**src/rtl/uart_loopback_buffered_pkg.sv**
```systemverilog
// Shared types and helpers for the buffered UART loopback core:
// dispatch FSM states, ASCII bounds and the hex seven-segment glyph table.
package uart_loopback_buffered_pkg;

    typedef enum logic [1:0] {
        S_IDLE,
        S_START,
        S_WAIT_BUSY,
        S_WAIT_DONE
    } state_t;

    localparam logic [7:0] ASCII_LC_A = 8'h61;
    localparam logic [7:0] ASCII_LC_Z = 8'h7A;
    localparam logic [7:0] ASCII_CASE = 8'h20;

    // Active-high {A..G}, A at MSB
    function automatic logic [6:0] hex_to_seg(input logic [3:0] h);
        logic [6:0] s;
        s = 7'h00;
        unique case (h)
            4'h0: s = 7'h7E;
            4'h1: s = 7'h30;
            4'h2: s = 7'h6D;
            4'h3: s = 7'h79;
            4'h4: s = 7'h33;
            4'h5: s = 7'h5B;
            4'h6: s = 7'h5F;
            4'h7: s = 7'h70;
            4'h8: s = 7'h7F;
            4'h9: s = 7'h7B;
            4'hA: s = 7'h77;
            4'hB: s = 7'h1F;
            4'hC: s = 7'h4E;
            4'hD: s = 7'h3D;
            4'hE: s = 7'h4F;
            4'hF: s = 7'h47;
        endcase
        return s;
    endfunction

endpackage

```
**src/rtl/uart_loopback_buffered_sync_fifo.sv**
```systemverilog
// Synchronous FIFO with occupancy level, async active-low reset.
// DEPTH must be a power of two so the pointers wrap naturally.
module sync_fifo #(
    parameter int DATA_W = 8,
    parameter int DEPTH  = 16
) (
    input  logic                       i_clk,
    input  logic                       i_reset,
    input  logic                       i_push,
    input  logic [DATA_W-1:0]          i_data,
    input  logic                       i_pop,
    output logic [DATA_W-1:0]          o_data,
    output logic                       o_full,
    output logic                       o_empty,
    output logic [$clog2(DEPTH+1)-1:0] o_level
);

    localparam int AW = $clog2(DEPTH);
    localparam int LW = $clog2(DEPTH+1);

    logic [DATA_W-1:0] r_mem [DEPTH];
    logic [AW-1:0]     r_wr_ptr;
    logic [AW-1:0]     r_rd_ptr;
    logic [LW-1:0]     r_level;
    logic              w_push;
    logic              w_pop;

    assign o_full  = (r_level == LW'(DEPTH));
    assign o_empty = (r_level == '0);
    assign o_level = r_level;
    assign o_data  = r_mem[r_rd_ptr];

    // A push into a full FIFO is legal only when a pop frees the slot
    assign w_pop  = i_pop && !o_empty;
    assign w_push = i_push && (!o_full || w_pop);

    always_ff @(posedge i_clk) begin
        if (w_push) begin
            r_mem[r_wr_ptr] <= i_data;
        end
    end

    always_ff @(posedge i_clk or negedge i_reset) begin
        if (!i_reset) begin
            r_wr_ptr <= '0;
            r_rd_ptr <= '0;
            r_level  <= '0;
        end else begin
            if (w_push) begin
                r_wr_ptr <= r_wr_ptr + 1'b1;
            end
            if (w_pop) begin
                r_rd_ptr <= r_rd_ptr + 1'b1;
            end
            unique case ({w_push, w_pop})
                2'b10:   r_level <= r_level + 1'b1;
                2'b01:   r_level <= r_level - 1'b1;
                default: r_level <= r_level;
            endcase
        end
    end

endmodule

```
**src/rtl/uart_loopback_buffered.sv**
```systemverilog
// Buffered UART RX->TX loopback with hex display and overflow accounting.
// Define UART_LOOPBACK_UPCASE_EN to upper-case ASCII letters on the TX path.
module uart_loopback_buffered
    import uart_loopback_buffered_pkg::*;
#(
    parameter int DATA_W     = 8,
    parameter int DEPTH      = 16,
    parameter int NUM_DIGITS = DATA_W / 4,
    parameter int DROP_W     = 8
) (
    input  logic                       i_clk,
    input  logic                       i_reset,
    input  logic                       i_rx_valid,
    input  logic [DATA_W-1:0]          i_rx_data,
    input  logic                       i_tx_busy,
    input  logic                       i_hold,
    input  logic                       i_clr_ovf,
    output logic                       o_tx_start,
    output logic [DATA_W-1:0]          o_tx_data,
    output logic [$clog2(DEPTH+1)-1:0] o_fifo_level,
    output logic                       o_overflow,
    output logic [DROP_W-1:0]          o_drop_cnt,
    output logic [7*NUM_DIGITS-1:0]    o_seg
);

    state_t            r_state;
    state_t            w_state_nxt;
    logic              r_wb_seen;
    logic              w_pop;
    logic              w_push;
    logic              w_drop;
    logic              w_full;
    logic              w_empty;
    logic [DATA_W-1:0] w_head;
    logic [DATA_W-1:0] w_tx_nxt;
    logic [DATA_W-1:0] r_tx_data;
    logic              r_overflow;
    logic [DROP_W-1:0] r_drop_cnt;

    assign w_push = i_rx_valid && (!w_full || w_pop);
    assign w_drop = i_rx_valid && !w_push;

    sync_fifo #(
        .DATA_W(DATA_W),
        .DEPTH (DEPTH)
    ) u_fifo (
        .i_clk  (i_clk),
        .i_reset(i_reset),
        .i_push (w_push),
        .i_data (i_rx_data),
        .i_pop  (w_pop),
        .o_data (w_head),
        .o_full (w_full),
        .o_empty(w_empty),
        .o_level(o_fifo_level)
    );

`ifdef UART_LOOPBACK_UPCASE_EN
    logic w_is_lc;
    assign w_is_lc  = (w_head >= DATA_W'(ASCII_LC_A)) &&
                      (w_head <= DATA_W'(ASCII_LC_Z));
    assign w_tx_nxt = w_is_lc ? (w_head - DATA_W'(ASCII_CASE)) : w_head;
`else
    assign w_tx_nxt = w_head;
`endif

    always_comb begin
        w_state_nxt = r_state;
        w_pop       = 1'b0;
        o_tx_start  = 1'b0;
        unique case (r_state)
            S_IDLE: begin
                if (!w_empty && !i_hold) begin
                    w_pop       = 1'b1;
                    w_state_nxt = S_START;
                end
            end
            S_START: begin
                o_tx_start  = 1'b1;
                w_state_nxt = S_WAIT_BUSY;
            end
            S_WAIT_BUSY: begin
                if (i_tx_busy || r_wb_seen) begin
                    w_state_nxt = S_WAIT_DONE;
                end
            end
            S_WAIT_DONE: begin
                if (!i_tx_busy) begin
                    w_state_nxt = S_IDLE;
                end
            end
            default: w_state_nxt = S_IDLE;
        endcase
    end

    // r_wb_seen marks the second WAIT_BUSY cycle, bounding the busy wait
    always_ff @(posedge i_clk or negedge i_reset) begin
        if (!i_reset) begin
            r_state   <= S_IDLE;
            r_wb_seen <= 1'b0;
            r_tx_data <= '0;
        end else begin
            r_state   <= w_state_nxt;
            r_wb_seen <= (r_state == S_WAIT_BUSY);
            if (w_pop) begin
                r_tx_data <= w_tx_nxt;
            end
        end
    end

    assign o_tx_data = r_tx_data;

    // A drop coinciding with a clear wins and restarts the count at one
    always_ff @(posedge i_clk or negedge i_reset) begin
        if (!i_reset) begin
            r_overflow <= 1'b0;
            r_drop_cnt <= '0;
        end else if (w_drop) begin
            r_overflow <= 1'b1;
            if (i_clr_ovf) begin
                r_drop_cnt <= DROP_W'(1);
            end else if (!(&r_drop_cnt)) begin
                r_drop_cnt <= r_drop_cnt + 1'b1;
            end
        end else if (i_clr_ovf) begin
            r_overflow <= 1'b0;
            r_drop_cnt <= '0;
        end
    end

    assign o_overflow = r_overflow;
    assign o_drop_cnt = r_drop_cnt;

    for (genvar d = 0; d < NUM_DIGITS; d++) begin : g_digit
        logic [6:0] r_dig;
        always_ff @(posedge i_clk or negedge i_reset) begin
            if (!i_reset) begin
                r_dig <= '1;
            end else if (w_push) begin
                r_dig <= ~hex_to_seg(i_rx_data[4*d +: 4]);
            end
        end
        assign o_seg[7*d +: 7] = r_dig;
    end

endmodule

```
**config.mk**
```make
export PLATFORM = sky130hd
export DESIGN_NAME = uart_loopback_buffered
export DESIGN_NICKNAME = d
export VERILOG_FILES = /design/src/rtl/uart_loopback_buffered_pkg.sv /design/src/rtl/uart_loopback_buffered_sync_fifo.sv /design/src/rtl/uart_loopback_buffered.sv
export SDC_FILE = /design/constraint.sdc
export NUM_CORES = 1
export LEC_CHECK = 0
export ABC_AREA = 1
export CAP_MARGIN = 0
export CORE_MARGIN = 2
export CORE_UTILIZATION = 35
export DETAILED_ROUTE_END_ITERATION = 8
export PLACE_DENSITY = 0.51
export SYNTH_ARGS = -nofsm -noshare
export SYNTH_HDL_FRONTEND = slang
export SYNTH_SLANG_ARGS = --single-unit
```
**constraint.sdc**
```tcl
create_clock -name i_clk -period 2.91 [get_ports i_clk]
set_clock_uncertainty 0.05 [all_clocks]
set_input_delay 0.582 -clock i_clk [delete_from_list [all_inputs] [get_ports i_clk]]
set_output_delay 0.582 -clock i_clk [all_outputs]
set_load 0.02 [all_outputs]
```
==> impl_results.md, run 1 <==
* Max-slew headroom at 0.343
* Post-synth cell types at 33
* Kind of start point of the critical path: register
* Count of non-filler cells in the finished layout at 1308
* First-pass GRT wire length at 32600 um
* Routed Antenna Nets at 0
* CP arrival at 2.72 ns
* Vias at 5985
* Starting Density at 0.356
* Leakage Power at 4.50 nW
* Mapped Area at 8350 um^2
* Max FO, Critical Path at 5
* Reg clk slew, reported paths at 0.07 ns
* Final Critical Period at 2.45 ns
* Violation count after the first detailed-routing iteration at around 360
* Layout cells sized above 1 at 0.0991
* Vias in the first global route at 5884
* Largest cells by area after synthesis: edfxtp_1 46%, nand2_1 14%, dfrtp_1 9.9%
* Total grt overflow at 0
* Drt total wl at 20400 um
* Routability congestion estimate at around 0.80
* EDFF count, synth at 128
* I/O pin total at 51
* Setup violations, final at 0
* Period Utilization, post-route at 0.841
* Post-cts sizing count at 0
* Die Span Y at 158 um
* Layout Utilization at 0.424
* Hold_ws at 0.260 ns
* TritonRoute pass-1 iters at 5
* F_max at slightly above 0.4 GHz
* Fill cells at roughly 2300
* CP Class: reg2reg
* Multi-input gate area at about 2600 um^2
* Chip width at between 150 and 200 um
* Largest net degree at the start of global routing at 67
* Prevailing post-synth register cell: edfxtp_1
* Total global-route track usage at 0.175
* Port Buffer Count at 50
* Slew Viols, Final at 0
* Seq/Total Area, Yosys at 0.604
* Routed length per instance at 15.6 um
* Placed Instances at 1276
* Initial antenna violation count at 0
* Top cells by count, synth: 303 x nand2_1, 136 x inv_1, 128 x edfxtp_1, 123 x nand3_1, 38 x nor2_1
* Setup Fix Bufs, Post-CTS at 0
* CTS H-tree lvls at 4
* Synth top area share at 0.461
* Leading area contributor after synthesis: edfxtp_1
* Area Overhead vs Synth at 19.3%
* Root Driver: clkbuf_16
* CTS buffer count at 17
* CTS tree: built
* Core area at ~23000 um^2
* Hold_buf cts at 0
* Hold Violations, Final at 0
* Post-Synthesis Net Count at 940
* Unrepaired setup endpoints after global routing: false
* TritonCTS Sinks at 175
* Syn Inst Count at 902
* Hold Crit Class: in2async
* Synth Register Bits at 175
* Reg-to-reg critical path endpoint: u_fifo.o_level[4]
* Most common cell in the synthesized netlist: nand2_1
* Detailed Place HPWL at 13700 um
* Clock tree buffer depth at 2
* Vias/cell at 4.58
* DR DRC count at 0
* R2R cell count at 15
* VDD IR-drop max at 0.000463 V
* Fin Setup TNS at 0 ns
* Pin slew with the least headroom to its limit at 0.985 ns
* Required @ worst endpoint at 3.19 ns
* Worst reg-to-reg setup slack at 0.46 ns
* Syn Area/Cell at a little over 9 um^2
* # rows at 56
* Worst R2R Start: r_state[0]
* Status: finished, final reports clean
* Final Net Count at 1014
* Die ar. at about 25000 um^2
* Nature of the critical path endpoint: register
* YS warnings at 0
* Ys async rst share at 0.269
* Later-pin clock latency in the skew report at 0.43 ns
* FF/Latch Area at 5040 um^2
* Max Cap Violations at 0
* PwrDens at roughly 860 nW/um^2
* Diodes inserted at 0
-- state kept, by name, summed over array words and instances, names as in the netlist --
name             flops
o_drop_cnt           8
r_wb_seen            1
r_state              2
u_fifo.o_level       5
o_overflow           1
u_fifo.r_wr_ptr      4
u_fifo.r_mem       128
o_tx_data            8
u_fifo.r_rd_ptr      4
g_digit.r_dig       14
-- placed cells by master (no fill, tap or decap), types with 2 or more instances in the layout --
master and count:
a21oi_1 10, buf_12 2, buf_4 36, clkbuf_16 19, clkdlybuf4s50_1 49, dfrtp_1 32, dfstp_2 14, edfxtp_1 128
ha_1 24, inv_1 135, inv_2 5, inv_4 4, inv_6 5, nand2_1 303, nand2_2 3, nand3_1 123
nand4_1 3, nor2_1 38, o21ai_0 20, o21ai_1 2, o21bai_1 3, o2bb2ai_1 2, o31ai_1 2, or2_2 2
xnor2_1 2, xor2_1 9
-- layer usage --
layer | track usage | routed length, um | up-vias
met5 | 0 | 0 | -
met3 | 0.0294 | 655 | 31
met4 | 0.0669 | 469 | 0
met2 | 0.284 | 9770 | 113
met1 | 0.235 | 9530 | 2812
li1 | - | - | 3029
-- report_power, final --
part           internal, mW  total (mW)  switching (mW)
clock network          1.21        2.19           0.984
registers              3.08        3.30           0.216
logic                  1.05        3.10            2.04
total                  5.34        8.59            3.24
-- kinds of logic after synthesis --
family / synth area share
xor gates and xnor gates: 0.0115
buffers and inverters: 0.0831
adders and majority gates: 0.0360
and+or+nand+nor: 0.236
DFF: 0.604
AOI/OAI and AO/OA: 0.0300
-- final cells by class --
class | instances | area share
inverter | 141 | 0.0532
clock inverter | 12 | 0.00905
clock buffer | 20 | 0.0481
sequential | 175 | 0.506
multi-input combinational | 553 | 0.263
timing repair buffer | 88 | 0.0809
tap | 319 | 0.0401
-- how the worst max path moves through the flow --
| stage | to | slack (ns) | cells past startpoint | start |
|---|---|---|---|---|
| CTS | u_fifo.o_level[4] | 0.45 | 15 | r_state[0] |
| finish | u_fifo.o_level[4] | 0.46 | 15 | r_state[0] |
| floorplan | u_fifo.o_level[4] | 0.41 | 16 | r_state[0] |
| global placement | u_fifo.o_level[4] | 0.25 | 13 | i_hold |
| global route | u_fifo.o_level[4] | 0.25 | 15 | r_state[0] |
| detailed placement | u_fifo.o_level[4] | 0.25 | 13 | i_hold |
-- critical path: stages, from the launching register on --
cell	delay [ns]
dfrtp_1	0.42
inv_1	0.09
ha_1	0.26
inv_2	0.05
o211ai_2	0.26
nand2_4	0.07
ha_1	0.26
xor2_1	0.20
ha_1	0.19
inv_1	0.05
nand2_1	0.07
nand3_1	0.09
nand2_1	0.06
xor2_1	0.14
nand2_1	0.06
nand2_1	0.04
-- metrics by stage --
step | area, um^2 | power (mW) | worst slack [ns]
after detailed placement | 9390 | 6.47 | 0.247
after global placement | 9390 | 6.47 | 0.255
after global routing | 9960 | 9.18 | 0.249
after floorplan | 8350 | 5.32 | 0.408
after CTS | 9960 | 8.68 | 0.447
final | 9960 | 8.59 | 0.462
No activity file was read; power rests on OpenSTA's default activity.
==> run 2: changes to the inputs <==
==> constraint.sdc (replaced) <==
create_clock -name i_clk -period 2.3 [get_ports i_clk]
set_clock_uncertainty 0.05 [all_clocks]
set_input_delay 0.46 -clock i_clk [delete_from_list [all_inputs] [get_ports i_clk]]
set_output_delay 0.46 -clock i_clk [all_outputs]
set_load 0.02 [all_outputs]
==> run 2 against run 1 <==
Wire length up 0.77%. Die area unchanged. Cell count up 1.5%. First-iteration DRC count down 1.1%. Largest cell class unchanged. Highest routed layer unchanged.
==> impl_results.md, run 2 (synthesis results as in run 1) <==
* Status: finished, final reports clean
* PnR worst setup slack at 0.129 ns
* Kind of start point of the critical path: register
* Hold Path End: g_digit[1].r_dig[3]
* Later-pin clock latency in the skew report at 0.42 ns
* PwrDens at 1090 nW/um^2
* TritonRoute pass-1 iters at 5
* Routability congestion estimate at around 0.84
* Hold Violations, Final at 0
* Max reg flops at 128
* CP top delay family: buffers and inverters
* Hold_ws at 0.418 ns
* Crit path cell chain: buf_4 -> ha_1 -> clkdlybuf4s50_1
* Pin slew with the least headroom to its limit at roughly 0.56 ns
* Period Utilization, post-route at 0.944
* Commonest non-fill, non-tap cell in the layout: nand2_1
* Crit-path slowest cell: clkdlybuf4s50_1
* R2R cell count at 14
* Final Critical Period at between 2 and 2.5 ns
* Regs by FF count: u_fifo.r_mem: 128 flops, g_digit.r_dig: 14 flops
* Hold path start: g_digit[1].r_dig[3]
* CP arrival at 1.66 ns
* Tot Pwr at 11.0 mW
* Finished Cell Area at 10100 um^2
* Nature of the critical path endpoint: output pin
* Port Buffer Count at 50
* Leakage Power at 4.59 nW
* Drt total wl at 20600 um
* DR DRC count at 0
* Core area at 23500 um^2
* Worst reg-to-reg setup slack at between 0.1 and 0.15 ns
* Min-Delay Path Depth at 2
* Routed length per instance at 15.5 um
* Setup violations, final at 0
* TritonCTS Sinks at 175
* CTS buffer count at 17
* Max FO, Critical Path at 3
* Max-slew headroom at 0.623
* Max Cap Violations at 0
* Psw at 4.15 mW
* # rows at 56
* Violation count after the first detailed-routing iteration at 352
* Post-Place Cell Area at roughly 9500 um^2
* Vias/cell at 4.55
* Clock tree buffer depth at 2
* Layout cells sized above 1 at 0.125
* Buf+Inv Stages, Crit Path at 2
* CP Class: reg2out
* Die Span Y at 158 um
* Slew Viols, Final at 0
* Hold Crit Class: reg2reg
* Vias in the first global route at slightly below 6000
* Unrepaired setup endpoints after global routing: false
* Crit-path max cell delay at 0.53 ns
* Starting Density at 0.356
* Most flop-heavy register: u_fifo.r_mem
* Reg-to-reg critical path endpoint: u_fifo.o_level[4]
* Required @ worst endpoint at between 1.5 and 2 ns
* CTS tree: built
* Reg clk slew, reported paths at 0.07 ns
* I/O pin total at 51
* Area Overhead vs Synth at 21.5%
* Diodes inserted at 0
* Chip width at between 150 and 200 um
* Detailed Place HPWL at roughly 14000 um
* Dpl ws at -0.173 ns
* Total grt overflow at 0
* VDD IR-drop max at 0.000434 V
* F_max at 0.461 GHz
* Die ar. at 25100 um^2
* Worst R2R Start: r_state[1]
* Total global-route track usage at 0.173
* Most frequent cells in the layout: 302 x nand2_1, 133 x inv_1, 128 x edfxtp_1
* Routed Antenna Nets at 0
* Clock Power Share at 0.249
* Largest net degree at the start of global routing at 35
* Final Net Count at 1034
* First-pass GRT wire length at 32500 um
* Vias at 6036
* Combinational Power Share at 0.374
* Reg power frac at 0.377
* Initial antenna violation count at 0
* Root Driver: clkbuf_16
* Internal power at 6.86 mW
* CTS H-tree lvls at 4
* Sw Ratio at 0.377
run 2: worst max-delay path by stage:
stage	depth (start not counted)	startpoint	end
2_1_floorplan	16	r_state[0]	u_fifo.o_level[4]
3_3_place_gp	13	i_hold	u_fifo.o_level[4]
3_5_place_dp	8	i_hold	u_fifo.r_mem[3][5]
4_1_cts	10	r_state[1]	u_fifo.r_mem[3][5]
5_1_grt	14	r_state[0]	u_fifo.o_level[4]
6_report	3	r_state[0]	o_tx_start
run 2: routing by layer:
metal	global-route usage	routed length [um]	vias up	part of all wire
li1	-	-	3061	-
met1	0.237	9790	2846	0.48
met2	0.278	9660	110	0.47
met3	0.0386	895	19	0.043
met4	0.0459	235	0	0.011
met5	0	0	-	0
run 2: final cells by class:
cell class / count / area, um^2
inverters: 141 / 529
clock inverters: 12 / 97.6
fillers: 2306 / 13300
repair buffers: 108 / 946
multi-input cells: 553 / 2660
clock buffers: 20 / 467
well taps: 319 / 399
flip-flops and latches: 175 / 5040
run 2: what timing repair did:
action,in CTS,in global routing
setup buffers,0,2
hold buffers,1,0
hold endpoints to repair,13,0
endpoints found under the setup margin,0,95
gates resized for setup,0,6
run 2: stage by stage:
step,std cells,utilization,setup TNS [ns]
2_1_floorplan,902,-,-0.00549
3_3_place_gp,1293,0.406,-8.32
3_5_place_dp,1293,0.406,-11.09
4_1_cts,1326,0.430,0
5_1_grt,1328,0.432,0
6_report,1328,0.432,0
run 2: power by group through the flow:
stage          sequential, mW  combinational (mW)  clock, mW
3_5_place_dp             4.22                4.10          0
4_1_cts                  4.16                4.11       2.82
6_report                 4.16                4.12       2.74
2_1_floorplan            4.36                2.40          0
3_3_place_gp             4.23                4.09          0
5_1_grt                  4.21                4.60       2.94
run 2: worst register-to-register path, stage by stage, from the launching register on:
cell      delay, ns
dfrtp_1        0.39
inv_2          0.09
ha_4           0.15
inv_2          0.04
o211ai_4       0.22
nand2_4        0.09
ha_4           0.18
ha_1           0.32
inv_1          0.06
o21bai_1       0.14
inv_1          0.05
nand2_1        0.08
xor2_1         0.14
nand2_1        0.06
nand2_1        0.05
==> run 3: changes to the inputs <==
--- a/config.mk
+++ b/config.mk
@@ -7,10 +7,12 @@
 export LEC_CHECK = 0
 export ABC_AREA = 1
 export CAP_MARGIN = 0
+export CELL_PAD_IN_SITES_DETAIL_PLACEMENT = 0
+export CELL_PAD_IN_SITES_GLOBAL_PLACEMENT = 1
 export CORE_MARGIN = 2
 export CORE_UTILIZATION = 35
 export DETAILED_ROUTE_END_ITERATION = 8
-export PLACE_DENSITY = 0.51
+export PLACE_DENSITY = 0.62
 export SYNTH_ARGS = -nofsm -noshare
 export SYNTH_HDL_FRONTEND = slang
 export SYNTH_SLANG_ARGS = --single-unit
==> run 3 against run 2 <==
Cell count grew 0.30%. Sequential share of layout area shrank 0.061 points. Count of clock-buffer cells in the layout is the same. Critical path depth is the same. Global-route usage grew 1.1 points. Total power grew 1.2%. Final area grew 0.12%. Via count grew 1.9%. First-iteration DRC count grew 26%. Die area is the same. Flip-flop and latch count is the same. Hold slack gained 0.0019 ns. Highest routed layer unchanged.
==> impl_results.md, run 3 (synthesis results as in run 1) <==
* Kind of start point of the critical path: register
* Most flop-heavy register: u_fifo.r_mem
* Slew Viols, Final at 0
* Vias in the first global route at 6028
* Area Overhead vs Synth at 21.7%
* Vias/cell at 4.62
* Unrepaired setup endpoints after global routing: true
* Core area at 23500 um^2
* Nature of the critical path endpoint: output pin
* Post-Place Cell Area at 9570 um^2
* Period Utilization, post-route at 0.952
* Reg clk slew, reported paths at approximately 0.07 ns
* Sw Ratio at 0.381
* Psw at 4.25 mW
* Violation count after the first detailed-routing iteration at 442
* Largest net degree at the start of global routing at between 50 and 60
* Routability congestion estimate at 0.772
* Clock Power Share at 0.243
* Hold Crit Class: reg2reg
* Setup Fix Bufs, Post-CTS at 0
* Detailed Place HPWL at 15000 um
* Final Net Count at 1038
* First-pass GRT wire length at 34200 um
* Combinational Power Share at 0.386
* Pin slew with the least headroom to its limit at 0.618 ns
* Finished Cell Area at 10200 um^2
* Routed length per instance at 16.5 um
* Die Span Y at 158 um
* # rows at 56
* CTS tree: built
* Total grt overflow at 0
* Max reg flops at 128
* CP arrival at 1.68 ns
* Routed Antenna Nets at 0
* VDD IR-drop max at 0.000401 V
* Layout cells sized above 1 at 0.122
* PwrDens at 1100 nW/um^2
* Max FO, Critical Path at 3
* Starting Density at 0.356
* Crit-path max cell delay at 0.53 ns
* Max Cap Violations at 0
* F_max at about 0.46 GHz
* Max-slew headroom at 0.586
* Reg power frac at 0.371
* Final Critical Period at 2.19 ns
* Tot Pwr at roughly 11 mW
* Clock tree buffer depth at 2
* Crit path cell chain: buf_4 -> ha_1 -> clkdlybuf4s50_1
* TritonRoute pass-1 iters at 5
* Vias at 6149
* Status: finished, final reports clean
* Initial antenna violation count at 0
* TritonCTS Sinks at about 180
* Drt total wl at 21900 um
* Dpl ws at -0.154 ns
* Port Buffer Count at 50
* Hold Violations, Final at 0
* Commonest non-fill, non-tap cell in the layout: nand2_1
* Crit-path slowest cell: clkdlybuf4s50_1
* Layout Utilization at 0.433
* Chip width at 158 um
* Diodes inserted at 0
* DR DRC count at 0
* Total global-route track usage at 0.184
* Internal power at just under 7 mW
* Leakage Power at 4.58 nW
* PnR worst setup slack at 0.110 ns
* CTS H-tree lvls at 4
* CP Class: reg2out
* CTS buffer count at 17
* Most frequent cells in the layout: 303 x nand2_1, 133 x inv_1, 128 x edfxtp_1
* Regs by FF count: u_fifo.r_mem: 128 flops, g_digit.r_dig: 14 flops
* Later-pin clock latency in the skew report at 0.42 ns
* I/O pin total at 51
* Setup violations, final at 0
* Root Driver: clkbuf_16
* Required @ worst endpoint at approximately 1.8 ns
* Die ar. at around 25000 um^2
## run 3: cell count changes in the layout (fill, tap and decap cells not counted), moves of 2 or more
cell | previous run | this run
clkbuf_8 | 3 | 0
clkbuf_1 | 0 | 3
inv_6 | 7 | 2
buf_4 | 56 | 60
clkinvlp_4 | 0 | 3
clkinv_2 | 2 | 0
clkinv_1 | 1 | 3
## run 3: repair_timing
action,CTS,global route
endpoints found under the hold margin,18,0
setup endpoints to repair,0,3
resized for setup,0,6
hold buffers,1,0
## run 3: critical path, delay by kind of cell (launching register included)
kind	cells	cell delay, ns
buffers and inverters	2	0.68
adders and majority gates	1	0.19
DFF	1	0.40
## run 3: through the flow
| stage | hold WS (ns) | std cells | TNS (ns) |
|---|---|---|---|
| after floorplan | 0.114 | 902 | -0.00549 |
| after CTS | 0.422 | 1332 | 0 |
| after global routing | 0.440 | 1332 | -0.0133 |
| after detailed placement | 0.402 | 1299 | -4.48 |
| after global placement | 0.403 | 1299 | -2.22 |
| final | 0.420 | 1332 | 0 |
## run 3: worst paths after layout
kind,start,endpoint,slack [ns],cells past startpoint
setup / recovery,r_state[0],o_tx_start,0.11,3
hold / removal,g_digit[0].r_dig[6],g_digit[0].r_dig[6],0.42,2
setup reg to reg,r_state[1],u_fifo.o_level[4],0.16,15
hold reg to reg,g_digit[0].r_dig[6],g_digit[0].r_dig[6],0.42,2
max in group asynchronous,i_reset,g_digit[1].r_dig[6],1.03,3
min in group asynchronous,i_reset,r_wb_seen,0.49,2
## run 3: layer usage
layer / vias to the layer above / GRT usage / part of all wire / wire [um]
met4: 0 / 0.0468 / 0.011 / 232
met2: 103 / 0.300 / 0.47 / 10400
met3: 12 / 0.0376 / 0.041 / 894
li1: 3072 / - / - / -
met1: 2962 / 0.253 / 0.47 / 10400
met5: - / 0 / 0 / 0
## run 3: power by group through the flow
stage	clock network (mW)	logic, mW	registers, mW
global route	2.92	4.80	4.19
finish	2.71	4.30	4.13
CTS	2.78	4.32	4.14
global placement	0	4.31	4.20
detailed placement	0	4.29	4.19
floorplan	0	2.40	4.36
## run 3: final cells by class
type	count	area [um^2]
clock buffer	20	437
clock inverter	12	113
fill	2309	13300
inverter	141	529
multi-input combinational	553	2660
sequential	175	5040
tap	319	399
timing repair buffer	112	976
